==> config.mk <==
export PLATFORM = sky130hd
export DESIGN_NAME = status_reg
export DESIGN_NICKNAME = d
export VERILOG_FILES = /design/src/rtl/status_reg.sv
export SDC_FILE = /design/constraint.sdc
export NUM_CORES = 1
export LEC_CHECK = 0
export CAP_MARGIN = 20
export CORE_MARGIN = 3
export CORE_UTILIZATION = 34
export CTS_CLUSTER_DIAMETER = 120
export CTS_CLUSTER_SIZE = 14
export DETAILED_ROUTE_END_ITERATION = 8
export PLACE_DENSITY = 0.82
export SKIP_CTS_REPAIR_TIMING = 1
export SYNTH_ARGS = -nofsm -noshare
export SYNTH_HDL_FRONTEND = slang
export SYNTH_SLANG_ARGS = --single-unit
==> constraint.sdc <==
create_clock -name clk -period 1.95 [get_ports clk]
set_clock_uncertainty 0.2 [all_clocks]
set_input_delay 0.2925 -clock clk [delete_from_list [all_inputs] [get_ports clk]]
set_output_delay 0.2925 -clock clk [all_outputs]
set_load 0.01 [all_outputs]
==> src/rtl/status_reg.sv <==
// 6502 processor status register with NMI edge detect and IRQ masking.
// Optional STATUS_IRQ_SYNC_EN adds two-flop synchronizers on nmi_n/irq_n.
module status_reg #(
    parameter logic [7:0] RESET_P = 8'h24
) (
    input  logic       clk,
    input  logic       reset,
    input  logic       alu_zero,
    input  logic       alu_negative,
    input  logic       alu_overflow,
    input  logic       alu_c_out,
    input  logic [3:0] flag_we,
    input  logic [7:0] bus_in,
    input  logic       p_load,
    input  logic       set_c,
    input  logic       clr_c,
    input  logic       set_d,
    input  logic       clr_d,
    input  logic       set_i,
    input  logic       clr_i,
    input  logic       clr_v,
    input  logic       brk_push,
    output logic [7:0] p_out,
    output logic       c_in,
    output logic       bcd,
    input  logic       nmi_n,
    input  logic       irq_n,
    input  logic       poll,
    output logic       int_req,
    output logic       int_is_nmi,
    input  logic       int_ack
);

    logic n_q, v_q, d_q, i_q, z_q, c_q;
    logic n_d, v_d, d_d, i_d, z_d, c_d;
    logic nmi_s, irq_s;
    logic nmi_prev, nmi_pend;
    logic nmi_edge;

`ifdef STATUS_IRQ_SYNC_EN
    logic [1:0] nmi_sync, irq_sync;

    always_ff @(posedge clk or posedge reset) begin
        if (reset) begin
            nmi_sync <= 2'b11;
            irq_sync <= 2'b11;
        end else begin
            nmi_sync <= {nmi_sync[0], nmi_n};
            irq_sync <= {irq_sync[0], irq_n};
        end
    end

    assign nmi_s = nmi_sync[1];
    assign irq_s = irq_sync[1];
`else
    assign nmi_s = nmi_n;
    assign irq_s = irq_n;
`endif

    assign nmi_edge = nmi_prev & ~nmi_s;

    // Per-flag priority: load, ack (I only), clear, set, ALU, hold
    always_comb begin
        n_d = n_q;
        v_d = v_q;
        d_d = d_q;
        i_d = i_q;
        z_d = z_q;
        c_d = c_q;
        if (p_load) begin
            n_d = bus_in[7];
            v_d = bus_in[6];
            d_d = bus_in[3];
            i_d = bus_in[2];
            z_d = bus_in[1];
            c_d = bus_in[0];
        end else begin
            if (flag_we[3]) n_d = alu_negative;
            if (clr_v) v_d = 1'b0;
            else if (flag_we[2]) v_d = alu_overflow;
            if (clr_d) d_d = 1'b0;
            else if (set_d) d_d = 1'b1;
            if (int_ack) i_d = 1'b1;
            else if (clr_i) i_d = 1'b0;
            else if (set_i) i_d = 1'b1;
            if (flag_we[1]) z_d = alu_zero;
            if (clr_c) c_d = 1'b0;
            else if (set_c) c_d = 1'b1;
            else if (flag_we[0]) c_d = alu_c_out;
        end
    end

    always_ff @(posedge clk or posedge reset) begin
        if (reset) begin
            n_q <= RESET_P[7];
            v_q <= RESET_P[6];
            d_q <= RESET_P[3];
            i_q <= RESET_P[2];
            z_q <= RESET_P[1];
            c_q <= RESET_P[0];
        end else begin
            n_q <= n_d;
            v_q <= v_d;
            d_q <= d_d;
            i_q <= i_d;
            z_q <= z_d;
            c_q <= c_d;
        end
    end

    // Poll samples I before this cycle's update for one-instruction CLI/SEI lag
    always_ff @(posedge clk or posedge reset) begin
        if (reset) begin
            nmi_prev   <= 1'b1;
            nmi_pend   <= 1'b0;
            int_req    <= 1'b0;
            int_is_nmi <= 1'b0;
        end else begin
            nmi_prev <= nmi_s;
            if (int_ack && int_is_nmi) begin
                nmi_pend <= nmi_edge;
            end else if (nmi_edge) begin
                nmi_pend <= 1'b1;
            end
            if (int_ack) begin
                int_req <= 1'b0;
            end else if (poll && !int_req) begin
                int_req    <= nmi_pend | (~irq_s & ~i_q);
                int_is_nmi <= nmi_pend;
            end
        end
    end

    assign p_out = {n_q, v_q, 1'b1, brk_push, d_q, i_q, z_q, c_q};
    assign c_in  = c_q;
    assign bcd   = d_q;

endmodule

Yosys cells after proc, flatten, opt, wreduce, memory -nomap -nowiden
Index checks and enable logic that the tools add are counted.
- output and inout port bits: 12
- input port bits: 31
- word-level logic and storage cells: 51
- register bits after elaboration: 10
- bitwise logic cells: 7
- mux-type cells: 22
- reduce and logical (&&, ||, !) cells: 12
- operator list (kind ; count):
    $mux 1 ; 22
    $reduce_bool 2->1 ; 4
    $reduce_bool 4->1 ; 2
    $reduce_bool 3->1 ; 2
    $not 1->1 ; 4
    $and 1x1->1 ; 2
    $logic_and 1x1->1 ; 2
    $reduce_and 2->1 ; 1
    $logic_not 1->1 ; 1
    $or 1x1->1 ; 1

Logic depth before layout (Yosys ltp)
- depth in word-level cells: 5
- gate-level depth with buffers: 3

Least setup slack after synthesis
No wires, ideal clock.
- path type: register to register
- start: register int_req
- end: register int_is_nmi
- path buffers: 0
- clock period less this slack: 1245 ps
- data arrival time: 920 ps
- setup slack: 705 ps
- cell stages (with the launch flop): 3
- cells stage by stage: dfrtp_1 -> nor3b_2 -> mux2_4
- word-level cells in the longest chain between the ends: 3
- ends and longest elaborated chain (what ; RTL line ; RTL):
    from (decl) ; 29 ; output logic int_req,
    from (signal assigned) ; 128 ; int_req <= nmi_pend | (~irq_s & ~i_q);
    $logic_not 1->1 ; 127 ; end else if (poll && !int_req) begin
    $logic_and 1x1->1 ; 127 ;
    $reduce_and 2->1 (no source line) ; n/a ;
    to (signal assigned) ; 129 ; int_is_nmi <= nmi_pend;
    to (decl) ; 30 ; output logic int_is_nmi,
Every way passes these cells.
A chain may end at the register's enable or synchronous reset.

Worst setup path after layout
- start: register i_q
- end: output port p_out[2]
- RTL lines (what ; RTL line ; RTL):
    from (decl) ; 34 ; logic n_q, v_q, d_q, i_q, z_q, c_q;
    from (signal assigned) ; 98 ; i_q <= RESET_P[2];
    from (signal assigned) ; 105 ; i_q <= i_d;
    to (decl) ; 23 ; output logic [7:0] p_out,
No word-level cell between the ends.

==> metrics.txt <==
outcome completed; ANT nets after route 0; pre-CTS setup slack 318 ps; #FFs+latches synth 10; GRT Util Overall 0.144; vias in the first global route between 500 and 600; Placed Area 862 µm²; leading cell type in the layout, fill and taps excluded clkdlybuf4s50_1; Leakage 0.383 nW; 1st-pass router iterations 4; Seq/Total Area, Yosys 0.471; Power Total 0.615 mW; drt via density 4.78; Pwr per Cell Area 692 mW/mm²; Final Setup Violations 0; peak supply drop 0.388 mV; share of cells above drive strength 1 0.133; placer congestion estimate 0.651; met1 Use GR 0.130; fin crit share 0.937; Die ar. 0.00209 mm²; family with the most delay on the worst path flip-flops; Worst path max stage delay 540 ps; initial antenna violation count 0; slowest CP cell dfstp_2; CP startpoint kind flop; min cycle time layout 1830 ps; drt wl/cell 12.9 µm; Max Cap Viol 0; peak fanout along the critical path 3; reg-to-reg endpoint int_is_nmi; deepest clock path buffer count 2; Die W 45.7 µm; 1st-iter DRT viols 1; GRT busiest layer met2; DR vias 468; H-tree lvl count 1; first-pass GRT wire length a little under 2000 µm; DRC 0; met3 GRT Util 0.0751; synth unique cells 22; initial core utilization 0.388; Setup crit end kind output port; CP bufs+invs 1; clk root buf clkbuf_4; area of the mapped netlist 537 µm²; pin count of the biggest net entering global routing 11; area growth from synthesis to layout 65.5%; reg2reg setup slack 690 ps; Crit path required time 1460 ps; timing-limited maximum frequency around 0.55 GHz; fin nets 115; fin area 888 µm²; Core Footprint 0.00138 mm²; Non-Filler Instances 98; CP Data Arrival Time 1330 ps; hold crit path type input pin to asynchronous set/reset pin; synthesis warning total 0; worst r2r src int_req; Final Slew Violations 0; final setup TNS 0 ps; worst path cell trace clkdlybuf4s50_1; Final WS setup 123 ps; clk_lat worst skew 260 ps; I/O Buffers 37; Fin. Hold Viols 0; HPWL after DPL 1050 µm; CTS tree yes; clock slew at reported path FFs 70 ps; grt total ovfl 0; most frequent cells in the layout clkdlybuf4s50_1 (37), dfrtp_1 (8), nand2_1 (5), mux2i_1 (4); Antenna Cells 0; Mapped Cells 50; RSZ-0062 raised after global routing false; Syn Nets 81; CP Class flop to output port; met2 usage in global routing 0.251; Placed Cells between 90 and 100; syn_area_per_cell 10.7 µm²; Die H 45.7 µm; I/O pins 43; R2R cell count 2; WL final ~1300 µm; CTS buffer count 3; CTS sink cnt 10; row count 13
-- per-layer routing --
layer  vias up  part of all wire
met5         -                 0
met4         0             0.012
met3         2              0.10
met2        29              0.55
met1       212              0.34
li1        225                 -
-- cell families after synthesis --
logic type,count (synthesis),synth area share
flip-flops,10,0.471
AND/OR/NAND/NOR,11,0.103
buffers and inverters,13,0.166
other,1,0.00699
multiplexers,5,0.103
AO/OA/AOI/OAI,10,0.152
-- cell usage after synthesis --
cell	instances	share of area
nand2b_1	1	0.012
nor3b_2	1	0.023
a221oi_2	1	0.028
o21ai_0	2	0.019
o21bai_1	1	0.014
inv_1	3	0.021
conb_1	1	0.0070
dfrtp_1	8	0.37
o22ai_1	1	0.012
buf_6	1	0.021
inv_4	1	0.012
mux2_4	1	0.028
mux2i_1	4	0.075
dfstp_2	2	0.098
nand2_1	5	0.035
buf_4	8	0.11
o31ai_1	2	0.028
o21ba_2	1	0.019
a22o_1	1	0.016
nor2b_1	1	0.012
nor2_1	3	0.021
a2bb2oi_1	1	0.016
-- sequential cells by signal (all words and copies together), names as in the netlist --
name,count
n_q,1
int_is_nmi,1
i_q,1
c_in,1
bcd,1
v_q,1
nmi_pend,1
nmi_prev,1
int_req,1
z_q,1
-- how the worst max path moves through the flow --
stage	end	cells past startpoint	start	slack [ps]
final	p_out[2]	1	i_q	120
after global routing	p_out[2]	1	i_q	80
after CTS	p_out[2]	1	i_q	110
after detailed placement	int_is_nmi	3	int_ack	320
after global placement	int_is_nmi	3	int_ack	320
after floorplan	int_is_nmi	2	int_req	710
-- final cells by class --
type / instances / area [µm²]
Fill cell: 117 / 494
Timing Repair Buffer: 38 / 378
Sequential cell: 10 / 253
Multi-Input combinational cell: 27 / 195
Clock buffer: 4 / 26.3
Tap cell: 15 / 18.8
Inverter: 4 / 17.5
-- stage by stage --
step	utilization	hold slack, ps
2_1_floorplan	-	-68.8
3_3_place_gp	0.624	315
3_5_place_dp	0.624	319
4_1_cts	0.643	114
5_1_grt	0.643	139
6_report	0.643	106
-- power breakdown --
group	internal (mW)	total, mW	switching [mW]	leakage [nW]
registers	0.241	0.268	0.0274	0.117
logic	0.136	0.198	0.0617	0.251
clock network	0.0791	0.149	0.0697	0.0150
Note: power is estimated with default switching activity, not from simulation.
